### config.mk
export PLATFORM = sky130hd
export DESIGN_NAME = multicycle_controller
export DESIGN_NICKNAME = d
export VERILOG_FILES = /design/src/rtl/ctrl_pkg.sv /design/src/rtl/ctrl_strobe_decode.sv /design/src/rtl/multicycle_controller.sv
export SDC_FILE = /design/constraint.sdc
export NUM_CORES = 1
export LEC_CHECK = 0
export CAP_MARGIN = 15
export CORE_MARGIN = 4
export CORE_UTILIZATION = 34
export CTS_CLUSTER_SIZE = 24
export DETAILED_ROUTE_END_ITERATION = 7
export PLACE_DENSITY = 0.8
export REMOVE_ABC_BUFFERS = 1
export SETUP_SLACK_MARGIN = 0.5
export SYNTH_ARGS = -nofsm -noshare
export SYNTH_HDL_FRONTEND = slang
export SYNTH_SLANG_ARGS = --single-unit
export TNS_END_PERCENT = 100
### constraint.sdc
create_clock -name Clk -period 2.61 [get_ports Clk]
set_input_delay 0.3915 -clock Clk [delete_from_list [all_inputs] [get_ports Clk]]
set_output_delay 0.3915 -clock Clk [all_outputs]
set_load 0.03 [all_outputs]
### src/rtl/ctrl_pkg.sv
// Shared definitions for the multicycle control FSM: state encodings,
// opcode constants, ALU function codes, strobe vector layout and the
// default memory-wait timeout.
package ctrl_pkg;

    localparam int MEM_TIMEOUT_DEF = 16;
    localparam int TO_W_DEF        = 5;

    typedef enum logic [4:0] {
        S_FETCH0  = 5'd0,
        S_FETCH1  = 5'd1,
        S_DECODE  = 5'd2,
        S_ALU0    = 5'd3,
        S_ALU1    = 5'd4,
        S_LD0     = 5'd5,
        S_LD1     = 5'd6,
        S_LD2     = 5'd7,
        S_ST0     = 5'd8,
        S_ST1     = 5'd9,
        S_ST2     = 5'd10,
        S_J0      = 5'd11,
        S_PU0     = 5'd12,
        S_PU1     = 5'd13,
        S_PO0     = 5'd14,
        S_PO1     = 5'd15,
        S_PO2     = 5'd16,
        S_PO3     = 5'd17,
        S_CA0     = 5'd18,
        S_CA1     = 5'd19,
        S_CA2     = 5'd20,
        S_CA3     = 5'd21,
        S_RE0     = 5'd22,
        S_RE1     = 5'd23,
        S_RE2     = 5'd24,
        S_RE3     = 5'd25,
        S_HALT    = 5'd30,
        S_ILLEGAL = 5'd31
    } state_t;

    localparam logic [4:0] OP_LOAD  = 5'b01000;
    localparam logic [4:0] OP_STORE = 5'b01001;
    localparam logic [4:0] OP_JMP   = 5'b01010;
    localparam logic [4:0] OP_JZ    = 5'b01011;
    localparam logic [4:0] OP_PUSH  = 5'b01100;
    localparam logic [4:0] OP_POP   = 5'b01101;
    localparam logic [4:0] OP_CALL  = 5'b01110;
    localparam logic [4:0] OP_RET   = 5'b01111;
    localparam logic [4:0] OP_HALT  = 5'b11111;

    localparam logic [2:0] FN_ADD = 3'b000;
    localparam logic [2:0] FN_SUB = 3'b001;
    localparam logic [2:0] FN_AND = 3'b010;
    localparam logic [2:0] FN_OR  = 3'b011;
    localparam logic [2:0] FN_XOR = 3'b100;
    localparam logic [2:0] FN_NOT = 3'b101;
    localparam logic [2:0] FN_INC = 3'b110;
    localparam logic [2:0] FN_DEC = 3'b111;

    // fn_from_ir selects the ALU op from the instruction instead of fn_sel
    typedef struct packed {
        logic       ldmar;
        logic       ldir;
        logic       ldpc;
        logic       ldsp;
        logic       ldmdr;
        logic       ldreg;
        logic       ldregbank;
        logic       treg;
        logic       tregbank;
        logic       tsp;
        logic       tmar;
        logic       tpc;
        logic       tmdr;
        logic       tlabel;
        logic       memread;
        logic       memwrite;
        logic       irwrite;
        logic [2:0] fn_sel;
        logic       fn_from_ir;
    } strobe_t;

    // States that stall on mem_ready
    function automatic logic is_mem_state(input state_t s);
        logic r;
        case (s)
            S_FETCH1, S_LD1, S_ST2, S_PO1, S_CA3, S_RE1: r = 1'b1;
            default:                                     r = 1'b0;
        endcase
        return r;
    endfunction

endpackage

### src/rtl/ctrl_strobe_decode.sv
// Pure combinational state -> strobe ROM for the multicycle controller.
// Optional feature macro: STACK_OPS_EN (adds PUSH/POP/CALL/RET states).
module ctrl_strobe_decode
    import ctrl_pkg::*;
(
    input  state_t  state,
    output strobe_t strb
);

    // Moore strobe table; anything not listed drives nothing
    always_comb begin
        strb = '0;
        case (state)
            S_FETCH0: begin strb.tpc = 1'b1; strb.ldmar = 1'b1; end
            S_FETCH1: begin strb.memread = 1'b1; strb.irwrite = 1'b1; strb.ldir = 1'b1; end
            S_DECODE: begin strb.tpc = 1'b1; strb.fn_sel = FN_INC; strb.ldpc = 1'b1; end
            S_ALU0:   begin strb.tregbank = 1'b1; strb.ldreg = 1'b1; end
            S_ALU1:   begin strb.treg = 1'b1; strb.fn_from_ir = 1'b1; strb.ldregbank = 1'b1; end
            S_LD0:    begin strb.tlabel = 1'b1; strb.ldmar = 1'b1; end
            S_LD1:    begin strb.memread = 1'b1; strb.ldmdr = 1'b1; end
            S_LD2:    begin strb.tmdr = 1'b1; strb.ldregbank = 1'b1; end
            S_ST0:    begin strb.tlabel = 1'b1; strb.ldmar = 1'b1; end
            S_ST1:    begin strb.tregbank = 1'b1; strb.ldmdr = 1'b1; end
            S_ST2:    begin strb.memwrite = 1'b1; end
            S_J0:     begin strb.tlabel = 1'b1; strb.ldpc = 1'b1; end
`ifdef STACK_OPS_EN
            S_PU0:    begin strb.tsp = 1'b1; strb.fn_sel = FN_DEC; strb.ldsp = 1'b1; end
            S_PU1:    begin strb.tsp = 1'b1; strb.ldmar = 1'b1; end
            S_PO0:    begin strb.tsp = 1'b1; strb.ldmar = 1'b1; end
            S_PO1:    begin strb.memread = 1'b1; strb.ldmdr = 1'b1; end
            S_PO2:    begin strb.tmdr = 1'b1; strb.ldregbank = 1'b1; end
            S_PO3:    begin strb.tsp = 1'b1; strb.fn_sel = FN_INC; strb.ldsp = 1'b1; end
            S_CA0:    begin strb.tsp = 1'b1; strb.fn_sel = FN_DEC; strb.ldsp = 1'b1; end
            S_CA1:    begin strb.tsp = 1'b1; strb.ldmar = 1'b1; end
            S_CA2:    begin strb.tpc = 1'b1; strb.ldmdr = 1'b1; end
            S_CA3:    begin strb.memwrite = 1'b1; end
            S_RE0:    begin strb.tsp = 1'b1; strb.ldmar = 1'b1; end
            S_RE1:    begin strb.memread = 1'b1; strb.ldmdr = 1'b1; end
            S_RE2:    begin strb.tmdr = 1'b1; strb.ldpc = 1'b1; end
            S_RE3:    begin strb.tsp = 1'b1; strb.fn_sel = FN_INC; strb.ldsp = 1'b1; end
`endif
            default:  strb = '0;
        endcase
    end

endmodule

### src/rtl/multicycle_controller.sv
// Hardwired multicycle control FSM for the 16-bit datapath, with a
// mem_ready wait handshake and a bus-error timeout on memory states.
// Optional feature macro: STACK_OPS_EN (PUSH/POP/CALL/RET sequences).
module multicycle_controller
    import ctrl_pkg::*;
#(
    parameter int MEM_TIMEOUT = MEM_TIMEOUT_DEF,
    parameter int TO_W        = TO_W_DEF
) (
    input  logic        Clk,
    input  logic        Reset,
    input  logic [15:0] IR,
    input  logic        z,
    input  logic        mem_ready,
    output logic [4:0]  state,
    output logic [4:0]  nextstate,
    output logic [2:0]  fnSel,
    output logic        ldMAR,
    output logic        ldIR,
    output logic        ldPC,
    output logic        ldSP,
    output logic        ldMDR,
    output logic        ldReg,
    output logic        ldRegBank,
    output logic        TReg,
    output logic        TRegBank,
    output logic        TSP,
    output logic        TMAR,
    output logic        TPC,
    output logic        TMDR,
    output logic        TLabel,
    output logic        MemRead,
    output logic        MemWrite,
    output logic        IRWrite,
    output logic        halted,
    output logic        bus_err
);

    state_t          state_r;
    state_t          seq_next_s;
    state_t          next_s;
    logic [TO_W-1:0] wait_cnt_r;
    logic [4:0]      opcode_s;
    logic            mem_state_s;
    logic            timeout_s;
    logic            out_en_s;
    strobe_t         strb_s;
    logic            ir_unused_s;

    assign opcode_s    = IR[15:11];
    assign mem_state_s = is_mem_state(state_r);
    assign timeout_s   = (wait_cnt_r == TO_W'(MEM_TIMEOUT));
    assign out_en_s    = ~Reset;
    assign ir_unused_s = ^IR[10:0];

    // Sequencing: where each state goes once its work (and any memory access) is done
    always_comb begin
        seq_next_s = S_ILLEGAL;
        case (state_r)
            S_FETCH0: seq_next_s = S_FETCH1;
            S_FETCH1: seq_next_s = S_DECODE;
            S_DECODE: begin
                if (opcode_s[4:3] == 2'b00) begin
                    seq_next_s = S_ALU0;
                end else begin
                    case (opcode_s)
                        OP_LOAD:  seq_next_s = S_LD0;
                        OP_STORE: seq_next_s = S_ST0;
                        OP_JMP:   seq_next_s = S_J0;
                        OP_JZ: begin
                            if (z) seq_next_s = S_J0;
                            else   seq_next_s = S_FETCH0;
                        end
`ifdef STACK_OPS_EN
                        OP_PUSH:  seq_next_s = S_PU0;
                        OP_POP:   seq_next_s = S_PO0;
                        OP_CALL:  seq_next_s = S_CA0;
                        OP_RET:   seq_next_s = S_RE0;
`endif
                        OP_HALT:  seq_next_s = S_HALT;
                        default:  seq_next_s = S_ILLEGAL;
                    endcase
                end
            end
            S_ALU0:    seq_next_s = S_ALU1;
            S_ALU1:    seq_next_s = S_FETCH0;
            S_LD0:     seq_next_s = S_LD1;
            S_LD1:     seq_next_s = S_LD2;
            S_LD2:     seq_next_s = S_FETCH0;
            S_ST0:     seq_next_s = S_ST1;
            S_ST1:     seq_next_s = S_ST2;
            S_ST2:     seq_next_s = S_FETCH0;
            S_J0:      seq_next_s = S_FETCH0;
`ifdef STACK_OPS_EN
            S_PU0:     seq_next_s = S_PU1;
            S_PU1:     seq_next_s = S_ST1;
            S_PO0:     seq_next_s = S_PO1;
            S_PO1:     seq_next_s = S_PO2;
            S_PO2:     seq_next_s = S_PO3;
            S_PO3:     seq_next_s = S_FETCH0;
            S_CA0:     seq_next_s = S_CA1;
            S_CA1:     seq_next_s = S_CA2;
            S_CA2:     seq_next_s = S_CA3;
            S_CA3:     seq_next_s = S_J0;
            S_RE0:     seq_next_s = S_RE1;
            S_RE1:     seq_next_s = S_RE2;
            S_RE2:     seq_next_s = S_RE3;
            S_RE3:     seq_next_s = S_FETCH0;
`endif
            S_HALT:    seq_next_s = S_HALT;
            S_ILLEGAL: seq_next_s = S_ILLEGAL;
            default:   seq_next_s = S_ILLEGAL;
        endcase
    end

    // Memory stall and timeout override; mem_ready at the limit still advances
    always_comb begin
        next_s = seq_next_s;
        if (Reset) begin
            next_s = S_FETCH0;
        end else if (mem_state_s && !mem_ready) begin
            if (timeout_s) next_s = S_ILLEGAL;
            else           next_s = state_r;
        end else begin
            next_s = seq_next_s;
        end
    end

    // State register
    always_ff @(posedge Clk) begin
        if (Reset) state_r <= S_FETCH0;
        else       state_r <= next_s;
    end

    // Wait-cycle counter: counts stalled cycles in a memory state, clears on exit
    always_ff @(posedge Clk) begin
        if (Reset)
            wait_cnt_r <= {TO_W{1'b0}};
        else if (mem_state_s && !mem_ready && !timeout_s)
            wait_cnt_r <= wait_cnt_r + {{(TO_W-1){1'b0}}, 1'b1};
        else
            wait_cnt_r <= {TO_W{1'b0}};
    end

    ctrl_strobe_decode u_decode (
        .state (state_r),
        .strb  (strb_s)
    );

    assign state     = state_r;
    assign nextstate = next_s;

    assign fnSel     = (strb_s.fn_from_ir ? IR[13:11] : strb_s.fn_sel) & {3{out_en_s}};
    assign ldMAR     = strb_s.ldmar     & out_en_s;
    assign ldIR      = strb_s.ldir      & out_en_s;
    assign ldPC      = strb_s.ldpc      & out_en_s;
    assign ldMDR     = strb_s.ldmdr     & out_en_s;
    assign ldReg     = strb_s.ldreg     & out_en_s;
    assign ldRegBank = strb_s.ldregbank & out_en_s;
    assign TReg      = strb_s.treg      & out_en_s;
    assign TRegBank  = strb_s.tregbank  & out_en_s;
    assign TMAR      = strb_s.tmar      & out_en_s;
    assign TPC       = strb_s.tpc       & out_en_s;
    assign TMDR      = strb_s.tmdr      & out_en_s;
    assign TLabel    = strb_s.tlabel    & out_en_s;
    assign MemRead   = strb_s.memread   & out_en_s;
    assign MemWrite  = strb_s.memwrite  & out_en_s;
    assign IRWrite   = strb_s.irwrite   & out_en_s;
    assign halted    = (state_r == S_HALT)    & out_en_s;
    assign bus_err   = (state_r == S_ILLEGAL) & out_en_s;

`ifdef STACK_OPS_EN
    assign ldSP = strb_s.ldsp & out_en_s;
    assign TSP  = strb_s.tsp  & out_en_s;
`else
    logic stack_unused_s;
    assign stack_unused_s = strb_s.ldsp ^ strb_s.tsp;
    assign ldSP = 1'b0;
    assign TSP  = 1'b0;
`endif

endmodule
-- Word-level counts from Yosys, hierarchy flattened
Cells that the tools add are included.
- logic and storage cells: 83
- bits of input ports: 20
- output and inout port bits: 32
- register bits: 10
- add/subtract/negate cells: 1
- reductions and logical operators: 17
- multiplexer cells: 23
- bitwise logic cells: 18
- eq/ne operators: 22
- operators with widths (operator ; number):
    $pmux 5 s10 ; 1
    $eq 5x4->1 const B ; 9
    $eq 5x5->1 const B ; 6
    $pmux 5 s5 ; 1
    $eq 5x3->1 const B ; 4
    $mux 5 ; 4
    $and 1x1->1 ; 15
    $mux 1 ; 14
    $reduce_or 2->1 ; 7
    $eq 5x2->1 const B ; 2
    $mux 3 ; 2
    $reduce_or 3->1 ; 2
    $reduce_or 6->1 ; 1
    $add 5x1->5 const B ; 1
    $eq 5x1->1 const B ; 1
    $logic_not 5->1 ; 1
    $mux 4 ; 1
    $reduce_or 4->1 ; 1
    $and 3x3->3 ; 1
    $logic_and 1x1->1 ; 2
    $logic_not 1->1 ; 2
    $logic_not 2->1 ; 1
    $not 1->1 ; 2

-- Logic depth before layout (Yosys ltp)
- word-level depth: 7
- depth in mapped cells: 7
- gate-level depth less buffers: 7

-- Hierarchy
A second synthesis with hierarchy kept.
- cells, all modules: 181
- area, all modules: 1330.0 um^2
- by module, submodules not included (module ; area each (um^2) ; cells an instance ; seq. area each (um^2) ; times used):
    multicycle_controller ; 988.4 ; 138 ; 200.2 ; 1
    ctrl_strobe_decode ; 341.6 ; 43 ; 0.0 ; 1

-- Worst setup path before layout
No wires, ideal clock.
- kind: register -> output
- start: register state_r[2], in the netlist state[2]
- end: output port fnSel[0]
- setup slack: -0.133 ns
- cell stages (with the launch flop): 6
- arrival: 2.352 ns
- data required time: 2.219 ns
- buffers on the path: 2
- cells stage by stage: dfxtp_1 > buf_6 > buf_2 > nor2b_1 > nor3b_1 > and2_1
- word-level cells in the longest chain between the ends: 4
- ends and longest elaborated chain (what ; line ; source):
    from (decl) ; multicycle_controller.sv:39 ; state_t state_r;
    from (signal assigned) ; multicycle_controller.sv:132 ; else state_r <= next_s;
    $eq 5x3->1 ; ctrl_strobe_decode.sv:13 ; case (state)
    $mux 1 ; ctrl_strobe_decode.sv:13 ;
    $mux 3 ; multicycle_controller.sv:153 ; assign fnSel = (strb_s.fn_from_ir ? IR[13:11] : strb_s.fn_sel) & {3{out_en_s}};
    $and 3x3->3 ; multicycle_controller.sv:153 ;
    to (decl) ; multicycle_controller.sv:17 ; output logic [2:0] fnSel,
Every way passes these cells.

-- Final worst setup path
- start: register state_r[0], in the netlist state[0]
- end: output port nextstate[3]
- word-level cells in the longest chain between the ends: 6
- elaborated cells between the ends (all ways): 23
- those cells by class: eq/ne (15); mux (4); reduce/logical (4)
- ends and longest elaborated chain (what ; line ; source):
    parallel branches: the longest is 4 deep, another holds $pmux 5 s10 ; - ;
    $mux 5 (*) ; multicycle_controller.sv:121 ; end else if (mem_state_s && !mem_ready) begin
    $mux 5 (*) ; multicycle_controller.sv:119 ; if (Reset) begin
    to (decl) ; multicycle_controller.sv:16 ; output logic [4:0] nextstate,
Mark *: on every way between the ends.

==> results.py <==
metrics = {
    "run_status": {
        "outcome": "finished, final reports clean",
    },
    "final_layout": {
        "final_cell_mix": "39 x buf_4, 13 x nor2_1, 10 x dlygate4sd2_1, 10 x buf_6",
        "final_net_count": 229,
        "antennaDiodeCount": 0,
        "final_area_um2": 1830,
        "area_growth_pct": 76.0,
        "drive_gt1_frac": 0.468,
        "final_common_cell": "buf_4",
    },
    "synth": {
        "async_flop_share": 0,
        "syn_area_um2": 1040,
        "yosys_warnings": 0,
        "syn-mean-instance-area_um2": 7.18,
        "synth-xor-area-share": 0.0589,
        "synth_top_family_by_area": "simple AND/OR/NAND/NOR gates",
        "synth_cell_types": 48,
        "synth-seq-area-share": 0.192,
        "synth-edff-count": 0,
        "synth_adder_area_share": 0.0240,
        "yosys.area_share.simple": 0.352,
        "muxShareOfSynthArea": 0,
        "synth_seq_cells": 10,
        "synth_cells": 145,
        "synth-main-ff-cell": "dfxtp_1",
        "synth_compound_area_frac": 0.268,
    },
    "setup_path": {
        "r2r-start": "state[2]",
        "crit_fanout": 5,
        "cpPeakStageDelay_ns": 0.37,
        "critPathTopFamily": "compound AO/OA/AOI/OAI gates",
        "crit_slowest_cell": "dfxtp_4",
        "rr_endpoint": "state[2]",
        "reg2regPathDepth": 12,
        "crit_chain": "and2b_2 -> nand4_1 -> a211oi_2 -> a21o_1 -> o2bb2a_4 -> buf_6",
        "worstPathRequired_ns": 2.22,
        "path_depth": 6,
        "cp-start-kind": "flop",
        "cp.arrival_ns": 1.88,
        "crit_path_end_kind": "primary output",
        "worst-path-buf-inv": 1,
        "worstSetupEndpoint": "nextstate[3]",
        "path_class": "reg2out",
        "rrSetupSlack_ns": 0.45,
        "startpoint": "state[0]",
    },
    "hold_path": {
        "hp-class": "reg2reg",
        "hp-start": "wait_cnt_r[0]",
    },
    "job": {
        "cap_violations": 0,
    },
    "floorplan": {
        "die_h_um": 63.3,
        "num_io_pins": 52,
        "core_area_um2": 2830,
        "chipWidth_um": 63.3,
        "die_area_um2": 4010,
        "start_util": 0.368,
        "row_count": 19,
    },
    "sta": {
        "drv_slew": 0,
        "setup_viol_count_final": 0,
        "period_share": 0.872,
        "tns_ns": 0,
        "skew_ns": 0.000623,
        "fmax_mhz": 439,
        "rsz0062_at_grt": "yes",
        "hold_ws_ns": 0.441,
        "worst_slack_ns": 0.334,
        "period_needed_ns": 2.28,
        "final_hold_viol_count": 0,
    },
    "route": {
        "viasPerCell": 5.71,
        "post_drt_wl_per_cell_um": 17.0,
        "drtIter0Drc": 73,
        "drt-total-wl_mm": 4.02,
        "drc_errors": 0,
        "ant_nets": 0,
        "vias": 1348,
        "firstDrtPassIters": 4,
    },
    "power_and_ir_drop": {
        "ir_drop_mv": 0.556,
        "p_per_area_nw_per_um2": 1240,
        "p_leak_nw": 0.788,
    },
    "clocking": {
        "htree_levels": 1,
        "cts_buffers": 3,
        "path_clk_slew_ns": 0.06,
        "cts_sinks": 10,
        "cts_root_buf": "clkbuf_4",
        "hold_buffers": 0,
        "cts_tree": "done",
        "clock_latency_ns": 0.26,
        "clockBufferDepth": 2,
    },
    "placement": {
        "io_buffers": 37,
        "place.gp.congestion": 0.797,
        "place_ws_ns": 0.152,
        "place_area_um2": 1380,
        "dp_hpwl_mm": 2.32,
    },
    "global_route": {
        "grt_start_max_net_pins": 18,
        "antenna_found_initial": 0,
        "grt.overflow.total": 0,
        "grt_pass1_vias": 1252,
        "grt_pass1_wl_mm": 5.87,
        "grt_usage": 0.176,
    },
}
## cell type report
class / instances / area (um2)
Inverter: 4 / 15.0
Tap cell: 31 / 38.8
Clock buffer: 3 / 22.5
Fill cell: 231 / 997
Sequential cell: 10 / 220
Multi-Input combinational cell: 117 / 921
Timing Repair Buffer: 71 / 614
## kinds of logic (layout without fill, tap and decap cells)
logic type	Yosys count	count (layout)
buffers and inverters	20	78
xor gates and xnor gates	7	7
and+or+nand+nor	69	69
adders and majority gates	2	2
DFF	10	10
other	1	3
AOI/OAI and AO/OA	36	36
## cells in the mapped netlist (all sizes together), types with 2 or more instances
master | count | area share
nor2 | 16 | 0.058
buf | 12 | 0.072
nor3 | 11 | 0.053
dfxtp | 10 | 0.19
a21oi | 9 | 0.047
nand2 | 8 | 0.029
nand2b | 8 | 0.048
nand3 | 6 | 0.029
nor4 | 5 | 0.030
clkbuf | 4 | 0.014
inv | 4 | 0.014
o21ai | 4 | 0.023
xor2 | 4 | 0.034
a31oi | 3 | 0.018
xnor2 | 3 | 0.025
a211oi | 2 | 0.019
a21o | 2 | 0.014
a311oi | 2 | 0.017
and3b | 2 | 0.017
ha | 2 | 0.024
nor2b | 2 | 0.012
o211a | 2 | 0.019
o22a | 2 | 0.017
o2bb2a | 2 | 0.022
or2 | 2 | 0.012
or3 | 2 | 0.012
## registers in the layout (all words and copies together), names as in the netlist
name / flops
state: 5
wait_cnt_r: 5
## per-layer routing
layer	vias to the layer above	track usage	wire, um
met2	64	0.292	2040
met4	0	0.0350	80
met3	6	0.0480	291
met1	636	0.228	1610
li1	642	-	-
met5	-	0	0
## worst min path at each step
stage / slack [ns] / cells after the start / end
finish: 0.44 / 1 / wait_cnt_r[0]
global route: 0.48 / 1 / wait_cnt_r[0]
CTS: 0.43 / 1 / wait_cnt_r[0]
detailed placement: 0.46 / 1 / wait_cnt_r[0]
global placement: 0.45 / 1 / wait_cnt_r[0]
floorplan: 0.43 / 1 / wait_cnt_r[0]
## worst reg2reg max path, stage by stage (launching register included)
cell and delay (ns):
dfxtp_4 0.39, buf_6 0.15, nor4_4 0.33, a311o_1 0.21, a31oi_2 0.06, buf_4 0.16, buf_6 0.10, buf_6 0.10
buf_6 0.10, buf_6 0.10, buf_4 0.12, buf_6 0.11, nor3_2 0.15
## through the flow
stage	std cells	power (W)	utilization
2_1_floorplan	131	0.00104	-
3_3_place_gp	206	0.00142	0.487
3_5_place_dp	206	0.00145	0.487
4_1_cts	228	0.00194	0.594
5_1_grt	236	0.00241	0.648
6_report	236	0.00228	0.648
## where the power goes
group          switching [W]  total, W  internal, W
logic               0.000956   0.00187     0.000914
clock network      0.0000479  0.000101    0.0000530
registers          0.0000997  0.000308     0.000209
total                0.00110   0.00228      0.00118
## repair_timing
action	CTS	global route
buffers inserted	19	8
pin swaps	11	12
gates resized for setup	54	32
endpoints found under the hold margin	0	0
setup endpoints to repair	21	12
Note: power is estimated with default switching activity, not from simulation.
